`config.mk`:
```
export PLATFORM = sky130hd
export DESIGN_NAME = pipe_hazard_unit
export DESIGN_NICKNAME = d
export VERILOG_FILES = /design/src/rtl/pipe_hazard_unit.sv
export SDC_FILE = /design/constraint.sdc
export NUM_CORES = 1
export LEC_CHECK = 0
export CAP_MARGIN = 25
export CORE_UTILIZATION = 38
export DETAILED_ROUTE_END_ITERATION = 8
export SETUP_SLACK_MARGIN = 0.2
export SLEW_MARGIN = 20
export SYNTH_ARGS = -nofsm -noshare
export SYNTH_HDL_FRONTEND = slang
export SYNTH_SLANG_ARGS = --single-unit
```
`constraint.sdc`:
```
create_clock -name clk -period 3.9 [get_ports clk]
set_input_delay 0.78 -clock clk [delete_from_list [all_inputs] [get_ports clk]]
set_output_delay 0.78 -clock clk [all_outputs]
set_load 0.05 [all_outputs]
```
`src/rtl/pipe_hazard_unit.sv`:
```
// Hazard unit for a 5-stage pipeline: tracks EX/MEM/WB destination tags, selects
// forwarding paths, and drives PC/IF-ID/pipeline enables plus stall/flush event counters.

module pipe_hazard_src #(
    parameter int REG_AW = 5
) (
    input  logic              ex_vld_i,
    input  logic [REG_AW-1:0] ex_src_i,
    input  logic              ex_used_i,
    input  logic              mem_fwd_i,
    input  logic [REG_AW-1:0] mem_dst_i,
    input  logic              wb_fwd_i,
    input  logic [REG_AW-1:0] wb_dst_i,
    input  logic              ex_ld_i,
    input  logic [REG_AW-1:0] ex_dst_i,
    input  logic              id_vld_i,
    input  logic [REG_AW-1:0] id_src_i,
    input  logic              id_used_i,
    output logic [1:0]        fwd_sel_o,
    output logic              id_bypass_o,
    output logic              load_use_o
);
    logic ex_rd, id_rd;

    // Register 0 is hard-wired, so a read of it never depends on anything in flight.
    assign ex_rd = ex_vld_i && ex_used_i && (ex_src_i != '0);
    assign id_rd = id_vld_i && id_used_i && (id_src_i != '0);

    always_comb begin
        fwd_sel_o = 2'b00;
        if (ex_rd && mem_fwd_i && (mem_dst_i == ex_src_i))
            fwd_sel_o = 2'b01;
        else if (ex_rd && wb_fwd_i && (wb_dst_i == ex_src_i))
            fwd_sel_o = 2'b10;
    end

    assign id_bypass_o = id_rd && wb_fwd_i && (wb_dst_i == id_src_i);
    assign load_use_o  = id_rd && ex_ld_i && (ex_dst_i == id_src_i);
endmodule

module pipe_hazard_unit #(
    parameter int REG_AW = 5,
    parameter int NSRC   = 2,
    parameter int CNT_W  = 16
) (
    input  logic                   clk,
    input  logic                   reset,
    input  logic                   id_valid,
    input  logic [NSRC*REG_AW-1:0] id_src,
    input  logic [NSRC-1:0]        id_src_used,
    input  logic [REG_AW-1:0]      id_dst,
    input  logic                   id_wr,
    input  logic                   id_is_load,
    input  logic                   id_jump,
    input  logic                   ex_redirect,
    input  logic                   mem_busy,
    output logic                   pc_we,
    output logic                   ifid_we,
    output logic                   pipe_en,
    output logic                   ifid_flush,
    output logic                   idex_bubble,
    output logic [2*NSRC-1:0]      fwd_sel,
    output logic [NSRC-1:0]        id_bypass,
    output logic [CNT_W-1:0]       stall_cnt,
    output logic [CNT_W-1:0]       flush_cnt
);
    localparam int STAGES = 3;

    typedef struct packed {
        logic              wr;
        logic              load;
        logic [REG_AW-1:0] dst;
    } tag_t;

    // vld_pipe bit 0 = EX, 1 = MEM, 2 = WB
    logic [STAGES-1:0]              vld_pipe_q, vld_pipe_d;
    tag_t                           ex_tag_q, ex_tag_d, mem_tag_q, mem_tag_d;
    logic                           wb_wr_q, wb_wr_d;
    logic [REG_AW-1:0]              wb_dst_q, wb_dst_d;
    logic [NSRC-1:0][REG_AW-1:0]    ex_src_q, ex_src_d;
    logic [NSRC-1:0]                ex_used_q, ex_used_d;
    logic [CNT_W-1:0]               stall_cnt_q, stall_cnt_d, flush_cnt_q, flush_cnt_d;

    logic [NSRC-1:0][REG_AW-1:0]    id_src_v;
    logic [NSRC-1:0][1:0]           fwd_v;
    logic [NSRC-1:0]                lu_v;
    logic                           mem_fwd, wb_fwd, ex_ld, load_use;
    logic                           stall_ev, flush_ev;

    assign id_src_v = id_src;
    assign fwd_sel  = fwd_v;
    assign mem_fwd  = vld_pipe_q[1] && mem_tag_q.wr && !mem_tag_q.load;
    assign wb_fwd   = vld_pipe_q[2] && wb_wr_q;
    assign ex_ld    = vld_pipe_q[0] && ex_tag_q.wr && ex_tag_q.load;

    for (genvar k = 0; k < NSRC; k++) begin : g_src
        pipe_hazard_src #(.REG_AW(REG_AW)) u_src (
            .ex_vld_i    (vld_pipe_q[0]),
            .ex_src_i    (ex_src_q[k]),
            .ex_used_i   (ex_used_q[k]),
            .mem_fwd_i   (mem_fwd),
            .mem_dst_i   (mem_tag_q.dst),
            .wb_fwd_i    (wb_fwd),
            .wb_dst_i    (wb_dst_q),
            .ex_ld_i     (ex_ld),
            .ex_dst_i    (ex_tag_q.dst),
            .id_vld_i    (id_valid),
            .id_src_i    (id_src_v[k]),
            .id_used_i   (id_src_used[k]),
            .fwd_sel_o   (fwd_v[k]),
            .id_bypass_o (id_bypass[k]),
            .load_use_o  (lu_v[k])
        );
    end

    assign load_use = |lu_v;

    // Reset forces the free-running defaults regardless of the request inputs.
    always_comb begin
        pc_we       = 1'b1;
        ifid_we     = 1'b1;
        pipe_en     = 1'b1;
        ifid_flush  = 1'b0;
        idex_bubble = 1'b0;
        stall_ev    = 1'b0;
        flush_ev    = 1'b0;
        if (!reset) begin
            if (mem_busy) begin
                pipe_en = 1'b0;
                pc_we   = 1'b0;
                ifid_we = 1'b0;
            end else if (ex_redirect) begin
                ifid_flush  = 1'b1;
                idex_bubble = 1'b1;
                flush_ev    = 1'b1;
            end else if (load_use) begin
                pc_we       = 1'b0;
                ifid_we     = 1'b0;
                idex_bubble = 1'b1;
                stall_ev    = 1'b1;
            end else if (id_jump) begin
                ifid_flush = 1'b1;
                flush_ev   = 1'b1;
            end
        end
    end

    always_comb begin
        vld_pipe_d = vld_pipe_q;
        ex_tag_d   = ex_tag_q;
        mem_tag_d  = mem_tag_q;
        wb_wr_d    = wb_wr_q;
        wb_dst_d   = wb_dst_q;
        ex_src_d   = ex_src_q;
        ex_used_d  = ex_used_q;
        if (pipe_en) begin
            vld_pipe_d = {vld_pipe_q[STAGES-2:0], id_valid && !idex_bubble};
            ex_tag_d   = '{wr: id_wr, load: id_is_load, dst: id_dst};
            mem_tag_d  = ex_tag_q;
            wb_wr_d    = mem_tag_q.wr;
            wb_dst_d   = mem_tag_q.dst;
            ex_src_d   = id_src_v;
            ex_used_d  = id_src_used;
        end
    end

    always_comb begin
        stall_cnt_d = stall_cnt_q;
        flush_cnt_d = flush_cnt_q;
        if (stall_ev && (stall_cnt_q != '1)) stall_cnt_d = stall_cnt_q + CNT_W'(1);
        if (flush_ev && (flush_cnt_q != '1)) flush_cnt_d = flush_cnt_q + CNT_W'(1);
    end

    always_ff @(posedge clk or posedge reset) begin
        if (reset) begin
            vld_pipe_q  <= '0;
            ex_tag_q    <= '0;
            mem_tag_q   <= '0;
            wb_wr_q     <= 1'b0;
            wb_dst_q    <= '0;
            ex_src_q    <= '0;
            ex_used_q   <= '0;
            stall_cnt_q <= '0;
            flush_cnt_q <= '0;
        end else begin
            vld_pipe_q  <= vld_pipe_d;
            ex_tag_q    <= ex_tag_d;
            mem_tag_q   <= mem_tag_d;
            wb_wr_q     <= wb_wr_d;
            wb_dst_q    <= wb_dst_d;
            ex_src_q    <= ex_src_d;
            ex_used_q   <= ex_used_d;
            stall_cnt_q <= stall_cnt_d;
            flush_cnt_q <= flush_cnt_d;
        end
    end

    assign stall_cnt = stall_cnt_q;
    assign flush_cnt = flush_cnt_q;
endmodule
```
# After elaboration in Yosys (flattened, before gate mapping)
# Index checks and enable logic that the tools add are counted.
# totals
regBits,67
input_bits,25
# classes
eq_ne,10
muxes,22
n_addsub,2
reduce_logical,39
# ops
op,count
$eq A5 B5 Y1,8
$add A16 B1 Y16 const B,2
$logic_and A1 B1 Y1,32
$ne A16 B16 Y1 const B,2
$reduce_bool A5 Y1,4
$mux W1,18
$mux W2,4
$logic_not A1 Y1,2
$reduce_or A2 Y1,1

# Depth between registers and ports, before layout
# Gate-level depths: netlist of the first run.
# logic_depth
word_depth,11
depth_mapped,8
ltp_nobuf,7

# Modules after synthesis
# Synthesis of the first run repeated with hierarchy kept, for this count alone.
# hier_totals
cells_unflattened,324
area_unflattened_um2,3649.8
# modules_own_cells
module,cells_per_inst,area_each_um2,n_inst
pipe_hazard_unit,252,3079.2,1
pipe_hazard_src,36,285.3,2

# Worst setup path after synthesis of the first run
# No wires, ideal clock.
# synth_path
path_type,input -> output
startpoint,in reset
endpoint,out pc_we
arrival_ps,3950
n_path_buf,1
t_required_ps,3120
path_slack_ps,-830
cell_stages,3
path_cell_list,inv_1 o21ai_0 buf_4
# synth_via
elab_chain_len,1
# synth_rtl
item,line,rtl
from (decl),47,"input logic reset,"
$mux W1,--,
to (decl),57,"output logic pc_we,"
# No other way between the ends.

# Worst setup path after layout of the first run
# layout_path
startpoint,in id_src[1]
endpoint,out ifid_we
# layout_via
elab_chain_len,9
# layout_rtl
item,line,rtl
from (decl),49,"input logic [NSRC*REG_AW-1:0] id_src,"
$reduce_bool A5 Y1,27,assign id_rd = id_vld_i && id_used_i && (id_src_i != '0);
$logic_and A1 B1 Y1,27,
$logic_and A1 B1 Y1,38,assign load_use_o = id_rd && ex_ld_i && (ex_dst_i == id_src_i);
$logic_and A1 B1 Y1 *,38,
$reduce_or A2 Y1 *,116,assign load_use = |lu_v;
$mux W1 *,136,end else if (load_use) begin
$mux W1 *,132,end else if (ex_redirect) begin
$mux W1 *,128,if (mem_busy) begin
$mux W1 *,127,if (!reset) begin
to (decl),58,"output logic ifid_we,"
# Every way passes the cells marked *; elsewhere a longest branch is shown, timed or not.

==> flow_metrics.py, run 1 <==
metrics = {
    "status": {
        "violations": "design-rule violations",
        "status": "complete, but fails checks",
    },
    "finish": {
        "fillCellCount": 817,
        "drive_gt1_frac": 0.202,
        "syn_to_final_growth_pct": 29.8,
        "nets": 399,
        "insertedDiodeCount": 0,
    },
    "grt": {
        "grt.met1_usage": 0.251,
        "use_met3": 0.0494,
        "grt_pass1_vias": 2453,
        "grt_busiest_layer": "met2",
        "antenna_found_initial": 0,
        "grt_pass1_wl_mm": 13.1,
        "grt_use_total": 0.174,
        "grt_max_degree": 31,
        "use_met2": 0.261,
        "grt_overflow_total": 0,
    },
    "pwr": {
        "pwr-share-seq": 0.454,
        "power.leakage_uw": 0.00189,
        "vdd_drop_max_mv": 0.457,
        "pwr-share-clk": 0.330,
        "sw_frac_of_total": 0.308,
        "combPwrFrac": 0.216,
        "power_density_mw_per_mm2": 412,
        "p_int_uw": 1300,
        "p_sw_uw": 580,
    },
    "drt": {
        "routed_wl_mm": 7.92,
        "drtIter0Drc": 67,
        "vias": 2564,
        "dr.pass1.iters": 9,
        "drc": 3,
        "routedWlPerCell_um": 16.3,
        "ant_nets": 0,
        "routed_via_density": 5.29,
    },
    "worst_hold_path": {
        "min_path_type": "reg -> reg",
    },
    "clocking": {
        "cts_tree": "done",
        "clk_latency_ns": 0.34,
        "cts_root_buf": "clkbuf_8",
        "cts.clk_slew.worst_paths_ns": 0.07,
        "cts_buffer_depth": 2,
        "cts_buffers": 9,
        "cts-htree-levels": 3,
        "cts.sinks": 67,
    },
    "setup_path": {
        "start_kind": "input pin",
        "cp-end-kind": "output pin",
        "path_buf_inv": 2,
        "crit_family": "simple AND/OR/NAND/NOR gates",
        "required_ns": 3.12,
        "path_cells": "clkdlybuf4s50_1 -> xor2_1 -> or4_1 -> o22a_4 -> nor2_2 -> o21ai_4 -> buf_12",
        "crit_type": "in -> out",
        "cp_max_fo": 5,
        "slowest_delay_ns": 0.54,
        "slowest_stage": "or4_1",
        "arrival_ns": 2.82,
    },
    "sta": {
        "min_period_ns": 3.60,
        "whs_ns": 0.493,
        "slew_viol_final": 0,
        "clock.fmax_mhz": 278,
        "worst_pin_slew_ns": 0.502,
        "finalCritPeriodShare": 0.922,
        "fin_tns_setup_ns": 0,
        "fin_skew_ns": 0.00796,
        "rsz0062_at_grt": "no",
        "finalSetupViolCount": 0,
        "hold_violations": 0,
        "slew_headroom": 0.664,
    },
    "yosys": {
        "synth_warnings": 0,
        "synth_flop_cell": "dfrtp_1",
        "syn_area_sq_mm": 0.00352,
        "syn_nets": 330,
        "seq_area_frac_synth": 0.477,
        "synth_seq_cells": 67,
        "async_reset_ff_frac": 1.00,
        "syn_area_per_cell_sq_um": 11.6,
        "synth_cell_type_count": 38,
        "synth_edf_count": 0,
        "synth_cells": 303,
    },
    "floorplanning": {
        "start_util": 0.397,
        "pin_count": 68,
        "core_sq_mm": 0.00885,
        "die-width_um": 98.2,
        "die_area_sq_mm": 0.00964,
        "core.rowCount": 34,
        "die_y_um": 98.2,
    },
    "placed_design": {
        "gp_congestion": 0.857,
        "io_buffers": 67,
        "hpwl_mm": 5.81,
    },
    "run": {
        "drv_cap": 0,
    },
}
## registers in the layout, summed over array words and instances (netlist names)
signal,flops
flush_cnt,16
stall_cnt,16
ex_src_q,10
ex_tag_q,7
mem_tag_q,7
wb_dst_q,5
vld_pipe_q,3
ex_used_q,2
wb_wr_q,1
## worst paths after layout
path / from / to / slack (ns) / depth (start not counted)
max: id_src[1] / ifid_we / 0.30 / 7
min: stall_cnt[4] / stall_cnt[4] / 0.49 / 1
max reg2reg: ex_tag_q[2] / stall_cnt[1] / 1.44 / 5
min reg2reg: stall_cnt[4] / stall_cnt[4] / 0.49 / 1
max in group asynchronous: reset / ex_src_q[8] / 2.32 / 3
min in group asynchronous: reset / stall_cnt[9] / 0.85 / 2
## Yosys cell counts, drive strengths merged (2+ instances only)
master / number / area share
dfrtp: 67 / 0.48
mux2: 37 / 0.12
xnor2: 35 / 0.087
xor2: 33 / 0.082
nand3: 15 / 0.023
nand2: 14 / 0.015
nor4: 13 / 0.032
nand4: 12 / 0.021
and3: 10 / 0.018
nor2: 10 / 0.011
buf: 7 / 0.015
clkbuf: 7 / 0.0075
nor3: 6 / 0.012
or4: 6 / 0.014
o211ai: 5 / 0.015
inv: 4 / 0.0043
o21ai: 4 / 0.0057
or3: 4 / 0.0075
and2: 2 / 0.0036
ha: 2 / 0.0071
or2: 2 / 0.0036
## area by class of cell
cell class / instances / area, sq um / area share
inverters: 4 / 18.8 / 0.00411
well taps: 108 / 135 / 0.0296
flip-flops and latches: 67 / 1680 / 0.367
clock inverters: 5 / 77.6 / 0.0170
multi-input cells: 218 / 1770 / 0.387
repair buffers: 72 / 758 / 0.166
clock buffers: 11 / 131 / 0.0288
## kinds of logic after synthesis
group / count (synthesis) / share of synthesized area
buffers and inverters: 18 / 0.0267
and+or+nand+nor: 97 / 0.166
adders and majority gates: 2 / 0.00712
muxes: 38 / 0.121
xor gates and xnor gates: 68 / 0.169
AOI/OAI and AO/OA: 13 / 0.0324
DFF: 67 / 0.477
## worst register-to-register path, cell delays in order (launching register included)
cell,delay [ns]
dfrtp_1,0.46
xor2_1,0.19
or4_4,0.54
o22a_4,0.29
nor3_4,0.47
mux2_2,0.39
## routing by layer
layer / up-vias / routed length (um)
li1: 1216 / -
met1: 1293 / 3850
met2: 50 / 3720
met3: 5 / 283
met4: 0 / 69
met5: - / 0
## through the flow
step	cells	area, sq um	total power, uW	setup slack, ns	utilization
after floorplan	303	3530	1120	0.247	-
after global placement	469	4340	1270	0.234	0.491
after detailed placement	469	4340	1270	0.191	0.491
after CTS	485	4550	1910	0.250	0.515
after global routing	485	4560	1980	0.208	0.516
final	485	4560	1880	0.305	0.516
## power groups by stage
stage / Clock [uW] / Combinational (uW) / Sequential [uW]
2_1_floorplan: 0 / 202 / 922
3_3_place_gp: 0 / 405 / 868
3_5_place_dp: 0 / 407 / 868
4_1_cts: 640 / 409 / 856
5_1_grt: 674 / 436 / 867
6_report: 620 / 406 / 855
## what timing repair did
item                                    4_1_cts  5_1_grt
resized for setup                             1        2
pin swaps                                     0        0
setup buffers                                 0        0
endpoints found under the setup margin        2        3
cloned                                        0        0
hold buffers                                  0        0
## cell usage in the layout (no fill, tap or decap), drive strengths merged, types with 2 or more instances in the layout
| cell | synthesis | routed |
|---|---|---|
| and2 | 2 | 2 |
| and3 | 10 | 10 |
| buf | 7 | 11 |
| bufinv | 0 | 2 |
| clkbuf | 7 | 11 |
| clkdlybuf4s50 | 0 | 60 |
| clkinv | 0 | 2 |
| clkinvlp | 0 | 2 |
| dfrtp | 67 | 67 |
| ha | 2 | 2 |
| inv | 4 | 3 |
| mux2 | 37 | 37 |
| nand2 | 14 | 14 |
| nand3 | 15 | 15 |
| nand4 | 12 | 12 |
| nor2 | 10 | 10 |
| nor3 | 6 | 6 |
| nor4 | 13 | 13 |
| o211ai | 5 | 5 |
| o21ai | 4 | 4 |
| or2 | 2 | 2 |
| or3 | 4 | 4 |
| or4 | 6 | 6 |
| xnor2 | 35 | 35 |
| xor2 | 33 | 33 |
No activity file was read; power rests on OpenSTA's default activity.
==> run 2: changes to the inputs <==
--- a/config.mk
+++ b/config.mk
@@ -8,6 +8,7 @@
 export CAP_MARGIN = 25
 export CORE_UTILIZATION = 38
 export DETAILED_ROUTE_END_ITERATION = 8
+export HOLD_SLACK_MARGIN = 0.12
 export SETUP_SLACK_MARGIN = 0.2
 export SLEW_MARGIN = 20
 export SYNTH_ARGS = -nofsm -noshare
==> results of run 2 <==
The final DEF is identical to that of run 1; final timing and power are the same.
